**config.mk**
```make
export PLATFORM = sky130hd
export DESIGN_NAME = l2_req_arbiter
export DESIGN_NICKNAME = d
export VERILOG_FILES = /design/src/rtl/l2_arb_pkg.sv /design/src/rtl/l2_rr_picker.sv /design/src/rtl/l2_req_arbiter.sv
export SDC_FILE = /design/constraint.sdc
export NUM_CORES = 1
export LEC_CHECK = 0
export CAP_MARGIN = 20
export CORE_MARGIN = 10
export CORE_UTILIZATION = 45
export DETAILED_ROUTE_END_ITERATION = 8
export PLACE_DENSITY = 0.95
export RECOVER_POWER = 100
export SYNTH_ARGS = -nofsm -noshare
export SYNTH_HDL_FRONTEND = slang
export SYNTH_HIERARCHICAL = 1
export SYNTH_SLANG_ARGS = --single-unit
```
**constraint.sdc**
```tcl
create_clock -name CLK -period 5.3 [get_ports CLK]
set_clock_uncertainty 0.15 [all_clocks]
set_input_delay 1.06 -clock CLK [delete_from_list [all_inputs] [get_ports CLK]]
set_output_delay 1.06 -clock CLK [all_outputs]
set_load 0.005 [all_outputs]
```
**src/rtl/l2_arb_pkg.sv**
```systemverilog
// rtl/l2_arb_pkg.sv - shared types and constants for l2_req_arbiter
package l2_arb_pkg;

   localparam int ARB_CNT_W       = 32;
   localparam int ARB_DEF_NUM_REQ = 2;

   typedef enum logic {
      IDLE  = 1'b0,
      ISSUE = 1'b1
   } arb_state_t;

   // Index width for a requester count; never narrower than one bit.
   function automatic int idx_w(input int n);
      return (n > 1) ? $clog2(n) : 1;
   endfunction

   localparam int ARB_DEF_IDX_W = idx_w(ARB_DEF_NUM_REQ);

   typedef logic [ARB_DEF_IDX_W-1:0] req_idx_t;

endpackage

```
**src/rtl/l2_rr_picker.sv**
```systemverilog
// rtl/l2_rr_picker.sv - round-robin pick: first set request at or after rr_ptr, wrapping
module l2_rr_picker
   import l2_arb_pkg::*;
#(
   parameter int NUM_REQ = 2,
   parameter int IDX_W   = idx_w(NUM_REQ)
)
(
   input  logic [NUM_REQ-1:0] req,
   input  logic [IDX_W-1:0]   rr_ptr,
   output logic               valid,
   output logic [IDX_W-1:0]   winner
);

   int idx;

   // Walk offsets from farthest to nearest so the nearest set request wins.
   always_comb begin
      valid  = 1'b0;
      winner = '0;
      idx    = 0;
      for (int off = NUM_REQ - 1; off >= 0; off--) begin
         idx = (int'(rr_ptr) + off) % NUM_REQ;
         if (req[idx[IDX_W-1:0]]) begin
            valid  = 1'b1;
            winner = idx[IDX_W-1:0];
         end
      end
   end

endmodule

```
**src/rtl/l2_req_arbiter.sv**
```systemverilog
// rtl/l2_req_arbiter.sv - round-robin N-requester front end onto the L2 proc-side bus
// Optional per-requester grant and conflict counters under `L2_ARB_STATS_EN.
module l2_req_arbiter
   import l2_arb_pkg::*;
#(
   parameter int NUM_REQ    = 2,
   parameter int ADDR_WIDTH = 32,
   parameter int DATA_WIDTH = 32
)
(
   input  logic                               CLK,
   input  logic                               nRST,
   input  logic [NUM_REQ-1:0]                 m_ren,
   input  logic [NUM_REQ-1:0]                 m_wen,
   input  logic [NUM_REQ*ADDR_WIDTH-1:0]      m_addr,
   input  logic [NUM_REQ*DATA_WIDTH-1:0]      m_wdata,
   input  logic [NUM_REQ*(DATA_WIDTH/8)-1:0]  m_byte_en,
   output logic [NUM_REQ*DATA_WIDTH-1:0]      m_rdata,
   output logic [NUM_REQ-1:0]                 m_busy,
   output logic                               s_ren,
   output logic                               s_wen,
   output logic [ADDR_WIDTH-1:0]              s_addr,
   output logic [DATA_WIDTH-1:0]              s_wdata,
   output logic [DATA_WIDTH/8-1:0]            s_byte_en,
   input  logic [DATA_WIDTH-1:0]              s_rdata,
   input  logic                               s_busy
`ifdef L2_ARB_STATS_EN
   ,
   output logic [NUM_REQ*ARB_CNT_W-1:0]       grant_cnt,
   output logic [ARB_CNT_W-1:0]               conflict_cnt
`endif
);

   localparam int BE_W  = DATA_WIDTH / 8;
   localparam int IDX_W = idx_w(NUM_REQ);

   arb_state_t              state, state_nxt;
   logic [IDX_W-1:0]        rr_ptr;
   logic [IDX_W-1:0]        win_idx;
   logic [IDX_W-1:0]        pick_idx;
   logic                    pick_valid;
   logic [NUM_REQ-1:0]      req;
   logic                    done;
   logic                    win_live;
   logic                    deliver;
   logic [ADDR_WIDTH-1:0]   sel_addr;
   logic [DATA_WIDTH-1:0]   sel_wdata;
   logic [BE_W-1:0]         sel_be;
   logic                    sel_ren;
   logic                    sel_wen;
   logic [DATA_WIDTH-1:0]   rdata_q [NUM_REQ];

   assign req = m_ren | m_wen;

   l2_rr_picker #(
      .NUM_REQ (NUM_REQ),
      .IDX_W   (IDX_W)
   ) u_picker (
      .req     (req),
      .rr_ptr  (rr_ptr),
      .valid   (pick_valid),
      .winner  (pick_idx)
   );

   always_comb begin
      sel_addr  = '0;
      sel_wdata = '0;
      sel_be    = '0;
      sel_ren   = 1'b0;
      sel_wen   = 1'b0;
      for (int i = 0; i < NUM_REQ; i++) begin
         if (pick_idx == IDX_W'(i)) begin
            sel_addr  = m_addr[i*ADDR_WIDTH +: ADDR_WIDTH];
            sel_wdata = m_wdata[i*DATA_WIDTH +: DATA_WIDTH];
            sel_be    = m_byte_en[i*BE_W +: BE_W];
            sel_ren   = m_ren[i];
            sel_wen   = m_wen[i];
         end
      end
   end

   always_comb begin
      state_nxt = state;
      case (state)
         IDLE:    if (pick_valid) state_nxt = ISSUE;
         ISSUE:   if (!s_busy)    state_nxt = IDLE;
         default: state_nxt = IDLE;
      endcase
   end

   assign done = (state == ISSUE) && !s_busy;

   // A winner that let go of its request still finishes downstream but gets no response.
   always_comb begin
      win_live = 1'b0;
      for (int i = 0; i < NUM_REQ; i++) begin
         if (win_idx == IDX_W'(i)) win_live = req[i];
      end
   end

   assign deliver = done && win_live && nRST;

   always_ff @(posedge CLK) begin
      if (!nRST) begin
         state     <= IDLE;
         rr_ptr    <= '0;
         win_idx   <= '0;
         s_ren     <= 1'b0;
         s_wen     <= 1'b0;
         s_addr    <= '0;
         s_wdata   <= '0;
         s_byte_en <= '0;
      end else begin
         state <= state_nxt;
         if (state == IDLE && pick_valid) begin
            win_idx   <= pick_idx;
            s_addr    <= sel_addr;
            s_wdata   <= sel_wdata;
            s_byte_en <= sel_be;
            s_wen     <= sel_wen;
            s_ren     <= sel_ren & ~sel_wen;
         end
         if (done) begin
            s_ren  <= 1'b0;
            s_wen  <= 1'b0;
            rr_ptr <= (win_idx == IDX_W'(NUM_REQ - 1)) ? '0 : win_idx + 1'b1;
         end
      end
   end

   always_ff @(posedge CLK) begin
      if (!nRST) begin
         for (int i = 0; i < NUM_REQ; i++) rdata_q[i] <= '0;
      end else begin
         for (int i = 0; i < NUM_REQ; i++) begin
            if (deliver && win_idx == IDX_W'(i)) rdata_q[i] <= s_rdata;
         end
      end
   end

   // The winner sees L2 data and its done pulse in the same cycle L2 drops busy.
   always_comb begin
      m_busy  = '1;
      m_rdata = '0;
      for (int i = 0; i < NUM_REQ; i++) begin
         m_rdata[i*DATA_WIDTH +: DATA_WIDTH] = rdata_q[i];
         if (deliver && win_idx == IDX_W'(i)) begin
            m_busy[i]                           = 1'b0;
            m_rdata[i*DATA_WIDTH +: DATA_WIDTH] = s_rdata;
         end
      end
   end

`ifdef L2_ARB_STATS_EN
   logic [ARB_CNT_W-1:0] grant_q [NUM_REQ];
   logic [ARB_CNT_W-1:0] conflict_q;

   always_ff @(posedge CLK) begin
      if (!nRST) begin
         conflict_q <= '0;
         for (int i = 0; i < NUM_REQ; i++) grant_q[i] <= '0;
      end else begin
         if (state == IDLE && $countones(req) >= 2) conflict_q <= conflict_q + 1'b1;
         for (int i = 0; i < NUM_REQ; i++) begin
            if (done && win_idx == IDX_W'(i)) grant_q[i] <= grant_q[i] + 1'b1;
         end
      end
   end

   always_comb begin
      grant_cnt = '0;
      for (int i = 0; i < NUM_REQ; i++) grant_cnt[i*ARB_CNT_W +: ARB_CNT_W] = grant_q[i];
   end

   assign conflict_cnt = conflict_q;
`endif

endmodule
```
# == Word-level counts from Yosys, hierarchy flattened ==
# Memory sizes are Yosys's and may differ from the RTL's.
# Index checks and enable logic that the tools add are counted.
# Widths: inputs -> output; s select.
# op_classes
n_lt_le_gt_ge,2
add_sub_neg,2
muxes,31
n_bitwise,8
reduce_logical,8
# op_table
cell,n
$mux 32,6
$mux 1,23
$logic_and 1x1->1,6
$lt 1x2->1 const B,2
$mux 4,1
$not 1->1,4
$add 1x1->1 const B,2
$or 1x1->1,2
$or 2x2->2,1
$pmux 1 s2,1
$reduce_or 2->1,1
$and 1x1->1,1
$logic_not 1->1,1
# totals
memories,1
register_bits,73
ram_bits,64
# memory_table
name,words,width,rd,rd_clocked_by_memory_dff,wr,line,source
rdata_q,2,32,2,0,2,l2_req_arbiter.sv:51,logic [DATA_WIDTH-1:0] rdata_q [NUM_REQ];

# == Logic depth before layout (Yosys ltp) ==
# logic_depth
depth_word,9
depth_mapped,9
ltp_nobuf,6

# == Modules after synthesis ==
# The synthesis kept the hierarchy.
# modules_own_cells
module,instances,area_each_um2,cells_per_inst
l2_req_arbiter,1,6540.0,508
l2_rr_picker,1,17.5,3

# == Least setup slack after synthesis ==
# No wires, ideal clock.
# synth_path
path_kind,input port to output port
from,input port nRST
to,output port m_rdata[0]
stages,6
setup_slack_ns,1.992
arrival_time_ns,2.098
path_buffers,3
path_cell_list,buf_4 nand3b_2 or2_1 buf_6 buf_6 mux2_4
# synth_via
elab_chain_cells,3
# synth_lines
item,line,source
from (decl),l2_req_arbiter.sv:12,"input logic nRST,"
$logic_and 1x1->1,l2_req_arbiter.sv:101,assign deliver = done && win_live && nRST;
$logic_and 1x1->1,l2_req_arbiter.sv:147,if (deliver && win_idx == IDX_W'(i)) begin
$mux 32,l2_req_arbiter.sv:147,
to (decl),l2_req_arbiter.sv:18,"output logic [NUM_REQ*DATA_WIDTH-1:0] m_rdata,"
# No other way between the ends.

# == Worst setup path after layout ==
# layout_path
from,input port m_wen[1]
to,output port m_rdata[44]
# layout_via
elab_chain_cells,6
# layout_lines
item,line,source
from (decl),l2_req_arbiter.sv:14,"input logic [NUM_REQ-1:0] m_wen,"
$or 2x2->2,l2_req_arbiter.sv:53,assign req = m_ren | m_wen;
$mux 1,l2_req_arbiter.sv:97,if (win_idx == IDX_W'(i)) win_live = req[i];
$logic_and 1x1->1 (2 in a row),l2_req_arbiter.sv:101,
$logic_and 1x1->1,l2_req_arbiter.sv:147,
$mux 32,l2_req_arbiter.sv:147,
# No other way between the ends.

==> metrics.txt <==
status finished with violations; failing checks max-capacitance violations, max-slew violations; global-route usage over all layers 20.0%; warnings from Yosys 6; Reg-to-Reg Start state; initial antenna violation count 2; H-tree levels 4; Initial Util 45.5%; Gate Count Post-Synth 511; final instance area 10,200 µm²; ys flop type dfxtp_1; Compound-Gate Fraction of Synth Area 11.3%; leakage 4.74 nW; most frequent cells in the layout clkdlybuf4s50_1 (211), dlygate4sd3_1 (98), dfxtp_1 (73); layout overhead on the synthesized area 56.1%; CTS tree yes; ratio of cells with drive above 1 in the final layout 9.04%; Critical Path RT 4.09 ns; Core Area 14,400 µm²; Hold Startpoint rr_ptr; CTS Buf Count 17; total iterations of the first detailed-routing run 5; leading cell type in the layout, fill and taps excluded clkdlybuf4s50_1; root buffer cell clkbuf_16; starting DRC count in detailed routing 310; IO buf count 310; mux share of post-synthesis cell area 24.9%; Tot Pwr 2.97 mW; Switch Pwr 0.681 mW; Hold Vio Cnt, Final 0; Vias 5,181; Seq/Total Area, Yosys 51.6%; Max-Cap Viols 1; Placer Congestion 0.837; cts repair resizes 0; Worst setup EP type output port; Final Setup Violations 0; EDFF count, synth 64; Post-CTS Setup Bufs 0; Max Slew Vio Count 73; r2r setup slk 2.62 ns; final wirelength 20,500 µm; Slew HR -105%; clock transition at the registers of the reported paths 0.05 ns; post-synth net total 686; class of the worst hold path register to register; Synth async-reset ratio 0%; Net count, final 981; row count 44; switch share 22.9%; largest family of logic cells by synthesized area multiplexers; pin count of the biggest net entering global routing 105; hold path cells 2; # DRC 0; DP Wirelength 16,100 µm; period utilization 92.7%; WHS Endpoint rr_ptr; fin crit period 4.91 ns; Setup TNS 0 ns; grt ovf 0; overall die width 141 µm; Syn Area/Cell 12.8 µm²; Post-Synth XOR/XNOR Area 0%; simple-gate area share of the yosys netlist 8.15%; overall die height 141 µm; # hold bufs at CTS 0; Achievable Freq 204 MHz; Worst-Skew Late Latency 0.41 ns; logic gate share of total power 19.2%; Wirelength per Cell 20.4 µm; Internal 2.29 mW; synth unique cells 25; Seq pwr share 41.3%; Worst R2R Path Depth 4; Synth Area in Adders 0%; Max IR drop VDD 0.216 mV; vias per cell 5.16; first-pass GRT wire length 31,100 µm; Crit Path Max Fanout 21; unrepaired setup endpoints after global routing no; crit path launch type input pin; # IOs 311; clk buf depth 2; vias in the first global route 5,441; worst r2r dst rdata_q[0][19]; clock share of power 39.4%; WS Path Type input pin to output port; Worst Tran Pin Value 3.07 ns; die area 19,800 µm²; Synth Register Bits 137; critical path arrival 3.70 ns; CTS Sinks 137; PwrDens 290 nW/µm²; Synth Cell Area 6560 µm²; Final ANT Viol Nets 0; placed inst area 9760 µm²
sequential cells by signal, summed over array words and instances, names as in the netlist:
register and flops:
rdata_q 64, rr_ptr 1, s_addr 32, s_byte_en 4, s_ren 1, s_wdata 32
s_wen 1, state 1, win_idx 1
power by group through the flow:
| stage | Clock (mW) | Sequential (mW) | Combinational, mW |
|---|---|---|---|
| 2_1_floorplan | 0 | 1.25 | 0.243 |
| 3_3_place_gp | 0 | 1.25 | 0.600 |
| 3_5_place_dp | 0 | 1.25 | 0.612 |
| 4_1_cts | 1.19 | 1.23 | 0.615 |
| 5_1_grt | 1.23 | 1.24 | 0.617 |
| 6_report | 1.17 | 1.23 | 0.572 |
cells in the mapped netlist (2+ instances only):
cell type / instances / area share (%)
buf_6: 8 / 1.4
dfxtp_1: 73 / 22
mux2_4: 56 / 13
or2_1: 3 / 0.29
o211a_1: 68 / 10
edfxtp_1: 64 / 29
buf_2: 19 / 1.5
o21ai_1: 2 / 0.15
clkbuf_1: 15 / 0.86
mux2_1: 8 / 1.4
inv_1: 5 / 0.29
a211oi_1: 2 / 0.23
nand2_1: 70 / 4.0
mux2i_1: 70 / 11
nor2_1: 6 / 0.34
and2_1: 32 / 3.1
nor2b_1: 2 / 0.19
metal layers:
| metal | vias to the layer above | track usage, % | part of all wire [%] | wire (µm) |
|---|---|---|---|---|
| li1 | 2456 | - | - | - |
| met1 | 2431 | 20.5 | 36 | 7330 |
| met2 | 254 | 34.2 | 50 | 10300 |
| met3 | 40 | 9.24 | 11 | 2200 |
| met4 | 0 | 8.70 | 3.2 | 658 |
| met5 | - | 0 | 0 | 0 |
cell families (layout without fill, tap and decap cells):
family                 after synthesis  in the layout
buffers and inverters               48            356
multiplexers                       134            134
flip-flops                         137            137
AND/OR/NAND/NOR                    115            115
other                                0              2
AO/OA/AOI/OAI                       77             77
per-stage QoR:
| stage | setup slack [ns] | utilization (%) | hold WS, ns | std cells |
|---|---|---|---|---|
| 2_1_floorplan | 1.99 | - | 0.279 | 511 |
| 3_3_place_gp | 0.609 | 67.6 | 0.298 | 970 |
| 3_5_place_dp | 0.518 | 67.7 | 0.300 | 971 |
| 4_1_cts | 0.509 | 71.8 | 0.309 | 1003 |
| 5_1_grt | 0.248 | 71.0 | 0.329 | 1005 |
| 6_report | 0.387 | 71.0 | 0.308 | 1005 |
final cells by class:
class	instances	area, µm²
inverter	5	18.8
timing repair buffer	319	3170
fill	985	4190
clock buffer	24	500
multi-input combinational	326	2840
sequential	137	3380
antenna	2	5.00
clock inverter	8	91.3
tap	184	230
worst max-delay path, stage by stage:
cell	delay (ns)
dlygate4sd3_1	0.59
o21ai_0	0.22
or2_2	0.57
clkbuf_1	0.45
mux2_4	0.34
clkdlybuf4s50_1	0.46
worst max-delay path by stage:
stage                     slack, ns     endpoint  startpoint  cells after the start
after CTS                      0.51  m_rdata[25]    m_wen[0]                      5
final                          0.39  m_rdata[44]    m_wen[1]                      6
after detailed placement       0.52  m_rdata[25]    m_wen[0]                      5
after global routing           0.25  m_rdata[48]    m_wen[1]                      6
after global placement         0.61  m_rdata[31]    m_wen[0]                      5
after floorplan                1.99   m_rdata[0]        nRST                      6
Note: power is estimated with default switching activity, not from simulation.
